[src/rtl/spot_actuator_if.sv]
// Spotlight command bus (SPO) and actuator status signals.
// The master side drives SPO; the actuator (slave) drives the motor, lamp and status lines.
interface spot_actuator_if;
  logic [2:0] SPO;
  logic       step;
  logic       dir;
  logic [3:0] lamp;
  logic       busy;
  logic [1:0] at_pos;
  logic       fault;

  modport master (
    output SPO,
    input  step, dir, lamp, busy, at_pos, fault
  );

  modport slave (
    input  SPO,
    output step, dir, lamp, busy, at_pos, fault
  );
endinterface

[src/rtl/spot_actuator.sv]
// Spotlight actuator: decodes SPO into motor step/dir pulses between Left/Center/Right,
// ramps lamp brightness, and reports the reached position and invalid position codes.
module spot_actuator #(
  parameter int STEPS_PER_POS = 8,
  parameter int STEP_DIV      = 4,
  parameter int SETTLE_CYC    = 3,
  parameter int LAMP_MAX      = 15,
  parameter int RAMP_DIV      = 2
) (
  input  logic            clk,
  input  logic            rst,
  spot_actuator_if.slave  bus
);

  localparam int PMAX = 2 * STEPS_PER_POS;
  localparam int PW   = $clog2(PMAX + 1);
  localparam int DW   = $clog2(STEP_DIV);
  localparam int SW   = (SETTLE_CYC > 1) ? $clog2(SETTLE_CYC) : 1;
  localparam int RW   = (RAMP_DIV > 1) ? $clog2(RAMP_DIV) : 1;

  localparam logic [PW-1:0] POS_L = '0;
  localparam logic [PW-1:0] POS_C = PW'(STEPS_PER_POS);
  localparam logic [PW-1:0] POS_R = PW'(PMAX);

  typedef enum logic [1:0] {
    IDLE,
    STEP_HI,
    STEP_LO,
    SETTLE
  } state_t;

  state_t        state, state_d;
  logic [2:0]    cmd_q;
  logic [PW-1:0] tgt;
  logic [PW-1:0] pos, pos_d;
  logic          dir_q, dir_d;
  logic [DW-1:0] div_cnt, div_d;
  logic [SW-1:0] set_cnt, set_d;
  logic [1:0]    at_pos_q, at_pos_d;
  logic [3:0]    lamp_q, lamp_tgt;
  logic [RW-1:0] ramp_cnt;

  function automatic logic [1:0] pos_code(input logic [PW-1:0] p);
    if (p == POS_L)      return 2'b00;
    else if (p == POS_C) return 2'b01;
    else                 return 2'b11;
  endfunction

  // Command register and target decode; code 10 leaves the target where it was.
  always_ff @(posedge clk) begin
    if (rst) begin
      cmd_q <= 3'b001;
      tgt   <= POS_C;
    end else begin
      cmd_q <= bus.SPO;
      case (cmd_q[1:0])
        2'b00:   tgt <= POS_L;
        2'b01:   tgt <= POS_C;
        2'b11:   tgt <= POS_R;
        default: tgt <= tgt;
      endcase
    end
  end

  always_ff @(posedge clk) begin
    if (rst) begin
      state    <= IDLE;
      pos      <= POS_C;
      dir_q    <= 1'b0;
      div_cnt  <= '0;
      set_cnt  <= '0;
      at_pos_q <= 2'b01;
    end else begin
      state    <= state_d;
      pos      <= pos_d;
      dir_q    <= dir_d;
      div_cnt  <= div_d;
      set_cnt  <= set_d;
      at_pos_q <= at_pos_d;
    end
  end

  // Retarget decisions happen only in IDLE or on the last clock of a step period.
  always_comb begin
    state_d  = state;
    pos_d    = pos;
    dir_d    = dir_q;
    div_d    = div_cnt;
    set_d    = set_cnt;
    at_pos_d = at_pos_q;
    case (state)
      IDLE: begin
        if (tgt != pos) begin
          dir_d   = (tgt > pos);
          state_d = STEP_HI;
        end
      end
      STEP_HI: begin
        pos_d   = dir_q ? (pos + 1'b1) : (pos - 1'b1);
        div_d   = '0;
        state_d = STEP_LO;
      end
      STEP_LO: begin
        if (div_cnt == DW'(STEP_DIV - 2)) begin
          if (tgt != pos) begin
            dir_d   = (tgt > pos);
            state_d = STEP_HI;
          end else begin
            set_d   = '0;
            state_d = SETTLE;
          end
        end else begin
          div_d = div_cnt + 1'b1;
        end
      end
      SETTLE: begin
        if (set_cnt == SW'(SETTLE_CYC - 1)) begin
          at_pos_d = pos_code(pos);
          state_d  = IDLE;
        end else begin
          set_d = set_cnt + 1'b1;
        end
      end
      default: state_d = IDLE;
    endcase
  end

  // Lamp ramp: divider only runs while away from target, so no overshoot or wrap.
  assign lamp_tgt = cmd_q[2] ? 4'(LAMP_MAX) : '0;

  always_ff @(posedge clk) begin
    if (rst) begin
      lamp_q   <= '0;
      ramp_cnt <= '0;
    end else if (lamp_q == lamp_tgt) begin
      ramp_cnt <= '0;
    end else if (ramp_cnt == RW'(RAMP_DIV - 1)) begin
      ramp_cnt <= '0;
      lamp_q   <= (lamp_q < lamp_tgt) ? (lamp_q + 1'b1) : (lamp_q - 1'b1);
    end else begin
      ramp_cnt <= ramp_cnt + 1'b1;
    end
  end

  assign bus.step   = (state == STEP_HI);
  assign bus.dir    = dir_q;
  assign bus.lamp   = lamp_q;
  assign bus.busy   = (state != IDLE);
  assign bus.at_pos = at_pos_q;
  assign bus.fault  = (cmd_q[1:0] == 2'b10);

endmodule

[src/flat_wrapper.sv]
// flat-port wrapper written by rule: the top's interface ports become plain ports
module spot_actuator_flat 
#(
  parameter int STEPS_PER_POS = 8,
  parameter int STEP_DIV      = 4,
  parameter int SETTLE_CYC    = 3,
  parameter int LAMP_MAX      = 15,
  parameter int RAMP_DIV      = 2
)
  (clk, rst, bus_SPO, bus_step, bus_dir, bus_lamp, bus_busy, bus_at_pos, bus_fault);
  spot_actuator_if bus_i ();
  input  logic clk;
  input  logic rst;
  input wire logic [$bits(bus_i.SPO)-1:0] bus_SPO;
  output wire logic [$bits(bus_i.step)-1:0] bus_step;
  output wire logic [$bits(bus_i.dir)-1:0] bus_dir;
  output wire logic [$bits(bus_i.lamp)-1:0] bus_lamp;
  output wire logic [$bits(bus_i.busy)-1:0] bus_busy;
  output wire logic [$bits(bus_i.at_pos)-1:0] bus_at_pos;
  output wire logic [$bits(bus_i.fault)-1:0] bus_fault;
  assign bus_i.SPO = bus_SPO;
  assign bus_step = bus_i.step;
  assign bus_dir = bus_i.dir;
  assign bus_lamp = bus_i.lamp;
  assign bus_busy = bus_i.busy;
  assign bus_at_pos = bus_i.at_pos;
  assign bus_fault = bus_i.fault;
  spot_actuator #(.STEPS_PER_POS(STEPS_PER_POS), .STEP_DIV(STEP_DIV), .SETTLE_CYC(SETTLE_CYC), .LAMP_MAX(LAMP_MAX), .RAMP_DIV(RAMP_DIV)) u_core (.clk(clk), .rst(rst), .bus(bus_i));
endmodule
[config.mk]
export PLATFORM = sky130hd
export DESIGN_NAME = spot_actuator_flat
export DESIGN_NICKNAME = d
export VERILOG_FILES = /design/src/rtl/spot_actuator_if.sv /design/src/rtl/spot_actuator.sv /design/src/flat_wrapper.sv
export SDC_FILE = /design/constraint.sdc
export NUM_CORES = 1
export LEC_CHECK = 0
export CAP_MARGIN = 30
export CORE_MARGIN = 3
export CORE_UTILIZATION = 55
export DETAILED_ROUTE_END_ITERATION = 6
export PLACE_DENSITY = 0.83
export SYNTH_ARGS = -nofsm -noshare
export SYNTH_HDL_FRONTEND = slang
export SYNTH_SLANG_ARGS = --single-unit
[constraint.sdc]
create_clock -name clk -period 3.2 [get_ports clk]
set_clock_uncertainty 0.15 [all_clocks]
set_input_delay 0.64 -clock clk [delete_from_list [all_inputs] [get_ports clk]]
set_output_delay 0.64 -clock clk [all_outputs]
set_load 0.01 [all_outputs]
# == Word-level counts from Yosys, hierarchy flattened ==
# Cells that the tools add are included.
# op_classes
add_sub_neg,7
order_cmp,2
eq_ne,17
muxes,20
bitwise_logic,1
n_reduce_logical,15
# ops
cell,n
$mux W2,10
$pmux W5 S3,1
$eq A2 B2 Y1 const B,6
$mux W4,2
$pmux W2 S2,2
$pmux W2 S4,1
$reduce_and A2 Y1,4
$reduce_bool A2 Y1,4
$ne A2 B1 Y1 const B,3
$ne A2 B2 Y1 const B,3
$add A5 B1 Y5 const B,1
$eq A5 B4 Y1 const B,1
$gt A5 B5 Y1,1
$logic_not A5 Y1,1
$mux W5,1
$ne A5 B5 Y1,1
$sub A5 B1 Y5 const B,1
$add A2 B1 Y2 const B,2
$add A4 B1 Y4 const B,1
$eq A2 B1 Y1 const B,2
$eq A4 B4 Y1,1
$logic_not A2 Y1,2
$lt A4 B4 Y1,1
$reduce_and A4 Y1,1
other kinds (8),9
# word_totals
reg_bits,27
in_bits,5

# == Depth between registers and ports, before layout ==
# Gate-level depths: netlist of run 1.
# depth
ltp_word,4
ltp_mapped,11

# == Worst setup path before layout of run 1 ==
# No wires, ideal clock.
# synth_timing
path_type,register to register
start,"reg u_core.lamp_q[1], in the netlist u_core.bus.lamp[1]"
end,"reg u_core.lamp_q[3], in the netlist u_core.bus.lamp[3]"
setup_ps,67
arrival_ps,2232
required_ps,2983
path_slack_ps,751
stages_incl_launch_ff,11
path_buffers,0
period_less_slack_ps,2449
cell_sequence,dfxtp_1 ha_1 nor2b_1 o211ai_1 nand2_1 ha_1 a21oi_1 nand2_1 a211o_1 a21o_1 a21oi_2
# synth_via
elab_chain_len,3
word_cells_on_any_way,7
classes_between,2 x add/sub; 1 x order compare; 1 x eq/ne; 1 x mux; 1 x bitwise; 1 x reduce/logical
# synth_lines
item,line_no,text
from (decl),spot_actuator.sv:40,"logic [3:0] lamp_q, lamp_tgt;"
from (signal assigned),spot_actuator.sv:139,lamp_q <= (lamp_q < lamp_tgt) ? (lamp_q + 1'b1) : (lamp_q - 1'b1);
"parallel branches: the longest is 3 deep, another holds $sub A4 B1 Y4",--,
# Parallel ways; which one is timed is not known.
# A chain may end at the register's enable or synchronous reset.

# == Worst setup path after layout of run 1 ==
# layout_timing
start,reg u_core.state[0]
end,out bus_step
# layout_via
elab_chain_len,1
# layout_lines
item,line_no,text
from (decl),spot_actuator.sv:32,"state_t state, state_d;"
from (signal assigned),spot_actuator.sv:74,state <= state_d;
$eq A2 B1 Y1,spot_actuator.sv:145,assign bus.step = (state == STEP_HI);
to (decl),flat_wrapper.sv:15,output wire logic [$bits(bus_i.step)-1:0] bus_step;
# No other way between the ends.

==> qor.yml, run 1 <==
global_routing:
  grt_pass1_wl_um: 4540
  overflow: 0
  antenna_found_initial: 0
  grt_max_degree: 22
  grt_pass1_vias: 1068
  grt.total_usage_pct: 17.92
worst_setup_path:
  crit_required_ns: 2.41
  worst_path_max_delay_cell: "clkdlybuf4s50_1"
  worstSetupEndpoint: "bus_step"
  start_kind: "flop"
  cp_max_fo: 12
  rrSetupSlack_ns: 0.60
  worstPathArrival_ns: 1.94
  reg2reg_depth: 10
  crit_type: "flop to output pin"
  crit_path_end_kind: "output pin"
  worst_r2r_startpoint: "u_core.bus.lamp[1]"
  reg2reg_to: "u_core.bus.lamp[3]"
  startpoint: "u_core.state[0]"
  worstPathCellList: "and2b_1 -> clkdlybuf4s50_1"
  critical_path.max_stage_delay_ns: 0.61
detailed_routing:
  drtAntennaViolNets: 0
  drt_wl_total_um: 2499
  via_count: 1053
  dr.pass1.iters: 4
  wl_per_cell_um: 13.02
  dr.first_iter.drc_count: 14
  drc_errors: 0
  vias_per_cell: 5.484
flow_run:
  drv_cap: 0
logic_synthesis:
  synthFlopType: "dfxtp_1"
  ys_ff_latch: 24
  synth_top_area_share_pct: 35.42
  synth_compound_area_share_pct: 17.25
  synth_top_area_cell: "dfxtp_1"
  ys_warn_count: 0
  syn_avg_cell_area_um2: 8.923
  synth_xor_area_share_pct: 3.229
  synthArstFlopShare_pct: 0
  synth_top_family_by_area: "simple AND/OR/NAND/NOR gates"
  synthDistinctLibCells: 41
  synth_adder_area_share_pct: 14.94
  yosysMostFrequentCell: "dfxtp_1"
  synth.area.top_cells: "dfxtp_1 35%, ha_1 12%, nor2_1 5.0%"
  yosys.area_share.simple_pct: 21.03
  synth_edf_count: 0
  netlist_area_um2: 1356
  synth_seq_area_share_pct: 35.42
  syn_nets: 172
  syn_inst: 152
  muxShareOfSynthArea_pct: 2.583
  synth_common_cells: "24 x dfxtp_1, 18 x nor2_1, 13 x a21oi_1, 13 x ha_1"
cts:
  clockBufferDepth: 2
  hold_buffers: 0
  cts_buffers: 3
  path_clk_slew_ns: 0.13
  cts_root_buf: "clkbuf_4"
  cts_max_level: 1
  numClockSinks: 24
  cts_tree: "built"
  clk_latency_ns: 0.32
  postCtsResizedCells: 0
  cts_setup_buffers: 0
timing:
  setup_tns_ns: 0
  finalCritPeriodShare_pct: 85.17
  max_slew.worst_pin.slew_ns: 0.7420
  slew_headroom_pct: 50.38
  setup_viol: 0
  slew_viol_final: 0
  rsz0062_at_grt: "no"
  min_period_ns: 2.725
  fin_hold_ws_ns: 0.2990
  final-hold-violation-count: 0
  timing.fmax_ghz: 0.3669
placement:
  place.gp.congestion: 0.8571
  dp_hpwl_um: 1936
  port-buffer-count: 14
  placed_area_um2: 1505
  placedCellCount: 188
die:
  ios: 15
  start_util_pct: 59.59
  die_height_um: 55.66
  fp.coreArea_um2: 2276
  die_width_um: 55.66
  die_area_um2: 3098
  rows: 17
layout:
  num-fill-cells: 198
  final_area_um2: 1541
  final_cell_count_no_fill: 192
  antenna_cells: 0
  final_layout_size_suffix_gt1_share_pct: 9.146
  final_nets: 185
  syn2layout_area_growth_pct: 13.65
pwr:
  p_per_area_nw_per_um2: 881.5
  vdd_ir_drop_max_v: 0.0006341
  cellLeakagePower_nw: 0.6128
  p_total_mw: 1.359
hold_path:
  hold_start: "u_core.ramp_cnt"
  min_path_type: "flop to flop"
  hold_depth: 1
run_status:
  status: "finished clean"
-- layer usage --
metal | vias to the layer above | global-route usage [%] | routed length (um)
met3 | 5 | 2.320 | 55
met2 | 15 | 31.25 | 1229
met1 | 482 | 21.78 | 1168
li1 | 551 | - | -
met4 | 0 | 7.986 | 46
met5 | - | 0 | 0
-- power breakdown --
| group | internal, mW | total, mW | switching, mW | leakage (nW) |
|---|---|---|---|---|
| Sequential | 0.373 | 0.468 | 0.0953 | 0.197 |
| Clock | 0.0697 | 0.162 | 0.0919 | 0.0210 |
| Combinational | 0.358 | 0.729 | 0.371 | 0.395 |
-- cell usage in the layout (no fill, tap or decap), types with 2 or more instances in the layout --
| cell type | instances |
|---|---|
| nand4_1 | 3 |
| xnor2_1 | 5 |
| or2_2 | 2 |
| clkbuf_4 | 3 |
| inv_1 | 10 |
| nor3b_1 | 4 |
| nor2b_1 | 6 |
| clkdlybuf4s50_1 | 14 |
| nor2_1 | 18 |
| nand3_1 | 3 |
| fa_1 | 2 |
| a21oi_1 | 13 |
| ha_1 | 13 |
| a21o_1 | 2 |
| dfxtp_1 | 24 |
| mux2i_1 | 2 |
| a211o_1 | 3 |
| a211oi_1 | 4 |
| nand2_1 | 10 |
-- critical path: cells and delay by family (launching register included) --
kind	cells	cell delay, ns
DFF	1	0.58
buffers and inverters	1	0.61
and+or+nand+nor	1	0.42
-- cell families (layout without fill, tap and decap cells) --
logic type / Yosys count / in the layout
AO/OA/AOI/OAI: 33 / 33
XOR/XNOR: 5 / 5
adder cells (fa/ha/maj): 15 / 15
buffers and inverters: 18 / 30
flip-flops: 24 / 24
multiplexers: 3 / 3
AND/OR/NAND/NOR: 54 / 54
-- stage by stage --
step,setup slack (ns),utilization (%)
final,0.4746,67.73
after global routing,0.3769,67.73
after CTS,0.4856,67.73
after detailed placement,0.6213,66.14
after global placement,0.7460,66.14
after floorplan,0.7509,-
-- layout make-up --
| cell class | instances | area [um^2] | area share, % |
|---|---|---|---|
| Clock buffer | 4 | 36.28 | 2.354 |
| Inverter | 11 | 41.29 | 2.679 |
| Multi-Input combinational cell | 110 | 800.8 | 51.95 |
| Sequential cell | 24 | 480.5 | 31.17 |
| Tap cell | 28 | 35.03 | 2.273 |
| Timing Repair Buffer | 15 | 147.6 | 9.578 |
-- how the worst min path moves through the flow --
stage	to	slack [ns]
final	u_core.ramp_cnt	0.30
after global routing	u_core.ramp_cnt	0.33
after CTS	u_core.ramp_cnt	0.30
after detailed placement	u_core.ramp_cnt	0.28
after global placement	u_core.ramp_cnt	0.27
after floorplan	u_core.ramp_cnt	0.26
-- registers in the layout, indices dropped and copies added, names as in the netlist --
name,cells
u_core.cmd_q,3
u_core.pos,5
u_core.set_cnt,2
u_core.bus.at_pos,2
u_core.div_cnt,2
u_core.ramp_cnt,1
u_core.state,2
u_core.bus.lamp,4
u_core.tgt,2
u_core.bus.dir,1
Power figures use the tool's default switching activity.
==> inputs of run 2 (changes only) <==
--- a/config.mk
+++ b/config.mk
@@ -10,6 +10,7 @@
 export CORE_UTILIZATION = 55
 export DETAILED_ROUTE_END_ITERATION = 6
 export PLACE_DENSITY = 0.83
+export REMOVE_ABC_BUFFERS = 1
 export SYNTH_ARGS = -nofsm -noshare
 export SYNTH_HDL_FRONTEND = slang
 export SYNTH_SLANG_ARGS = --single-unit
==> qor.yml, run 2 (synthesis results as in run 1) <==
pwr:
  p_per_area_nw_per_um2: 884.6  # +0.35%
  p_total_mw: 1.364  # +0.35%
  vdd_ir_drop_max_v: 0.0005758  # -9.2%
  cellLeakagePower_nw: 0.6128  # unchanged
timing:
  rsz0062_at_grt: "no"
  setup_viol: 0  # unchanged
  min_period_ns: 2.713  # -0.01284 ns
  timing.fmax_ghz: 0.3687  # +0.47%
  finalCritPeriodShare_pct: 84.77  # -0.40 points
  max_slew.worst_pin.slew_ns: 0.6524  # -0.08955 ns
  setup_tns_ns: 0  # unchanged
  slew_viol_final: 0  # unchanged
  slew_headroom_pct: 56.37  # +6.0 points
  final-hold-violation-count: 0  # unchanged
global_routing:
  overflow: 0  # unchanged
  antenna_found_initial: 0  # unchanged
  grt_max_degree: 20  # -9.1%
  grt_pass1_wl_um: 4519  # -0.46%
  grt.total_usage_pct: 17.81  # -0.11 points
  grt_pass1_vias: 1133  # +6.1%
worst_setup_path:
  crit_type: "flop to output pin"
  worstPathArrival_ns: 1.92  # -0.02 ns
  crit_path_end_kind: "output pin"
  start_kind: "flop"
  startpoint: "u_core.state[0]"
  crit_required_ns: 2.41  # about the same
  cp_max_fo: 12  # unchanged
  worst_r2r_startpoint: "u_core.bus.lamp[1]"
die:
  fp.coreArea_um2: 2276  # unchanged
  die_area_um2: 3098  # unchanged
  die_height_um: 55.66  # unchanged
  ios: 15  # unchanged
  die_width_um: 55.66  # unchanged
  rows: 17  # unchanged
  start_util_pct: 59.59  # unchanged
cts:
  hold_buffers: 0  # unchanged
  clk_latency_ns: 0.31  # about the same
  clockBufferDepth: 2  # unchanged
  numClockSinks: 24  # unchanged
  cts_buffers: 3  # unchanged
  postCtsResizedCells: 0  # unchanged
  cts_tree: "built"
  cts_setup_buffers: 0  # unchanged
  path_clk_slew_ns: 0.12  # about the same
  cts_max_level: 1  # unchanged
  cts_root_buf: "clkbuf_4"
placement:
  dp_hpwl_um: 1940  # +0.20%
  placedCellCount: 188  # unchanged
  place.gp.congestion: 0.8070  # -5.8%
  port-buffer-count: 14  # unchanged
layout:
  num-fill-cells: 192  # -3.0%
  final_layout_size_suffix_gt1_share_pct: 9.146  # unchanged
  final_nets: 185  # unchanged
  final_common_cell: "dfxtp_1"
  syn2layout_area_growth_pct: 13.65  # unchanged
  largest_reg_flops: 5  # unchanged
  final_cell_mix: "24 x dfxtp_1, 18 x nor2_1, 14 x clkdlybuf4s50_1"
  final_cell_count_no_fill: 192  # unchanged
  top_register: "u_core.pos"
  antenna_cells: 0  # unchanged
detailed_routing:
  drt_wl_total_um: 2484  # -0.60%
  wl_per_cell_um: 12.94  # -0.60%
  dr.pass1.iters: 4  # unchanged
  drtAntennaViolNets: 0  # unchanged
  via_count: 1088  # +3.3%
  vias_per_cell: 5.667  # +3.3%
  drc_errors: 0  # unchanged
  dr.first_iter.drc_count: 31  # +17
run_status:
  status: "finished clean"
hold_path:
  hold_start: "u_core.ramp_cnt"
  min_path_type: "flop to flop"
flow_run:
  drv_cap: 0  # unchanged
==> run 2: cell counts in the layout (fill, tap and decap cells not counted) <==
Identical to the previous run, type by type.
==> run 2: critical path: stages, from the launching register on <==
cell and delay [ns]:
dfxtp_1 0.57, and2b_1 0.42, clkdlybuf4s50_1 0.61
==> run 2: metal layers <==
metal | part of all wire [%] | global-route usage (%) | up-vias
met5 | 0 | 0 | -
met4 | 2.3 | 8.333 | 0
met3 | 3.6 | 2.784 | 7
met2 | 50 | 33.28 | 26
met1 | 44 | 19.31 | 501
li1 | - | - | 554
==> run 2: layout make-up <==
type / count / area, um^2 / share of cell area [%]
well taps: 28 / 35.03 / 2.273
multi-input cells: 110 / 800.8 / 51.95
clock buffers: 4 / 36.28 / 2.354
repair buffers: 15 / 147.6 / 9.578
inverters: 11 / 41.29 / 2.679
flip-flops and latches: 24 / 480.5 / 31.17
==> run 2: path summary, 6_finish.rpt <==
path | depth (start not counted) | endpoint | slack (ns)
min | 1 | u_core.ramp_cnt | 0.30
max | 2 | bus_step | 0.49
min reg2reg | 1 | u_core.ramp_cnt | 0.30
max reg2reg | 10 | u_core.bus.lamp[3] | 0.59
==> run 2: metrics by stage <==
step                util, %  cell area, um^2  hold WS, ns  setup WS, ns
finish                67.73             1541       0.2964        0.4875
global route          67.73             1541       0.3463        0.3743
detailed placement    66.14             1505       0.2793        0.6223
floorplan                 -             1323       0.2585        0.7524
CTS                   67.73             1541       0.2979        0.4956
global placement      66.14             1505       0.2701        0.7484
==> run 2: power by group <==
group          switching (mW)  internal (mW)
Sequential              0.100          0.373
Clock                  0.0880         0.0696
Combinational           0.375          0.358
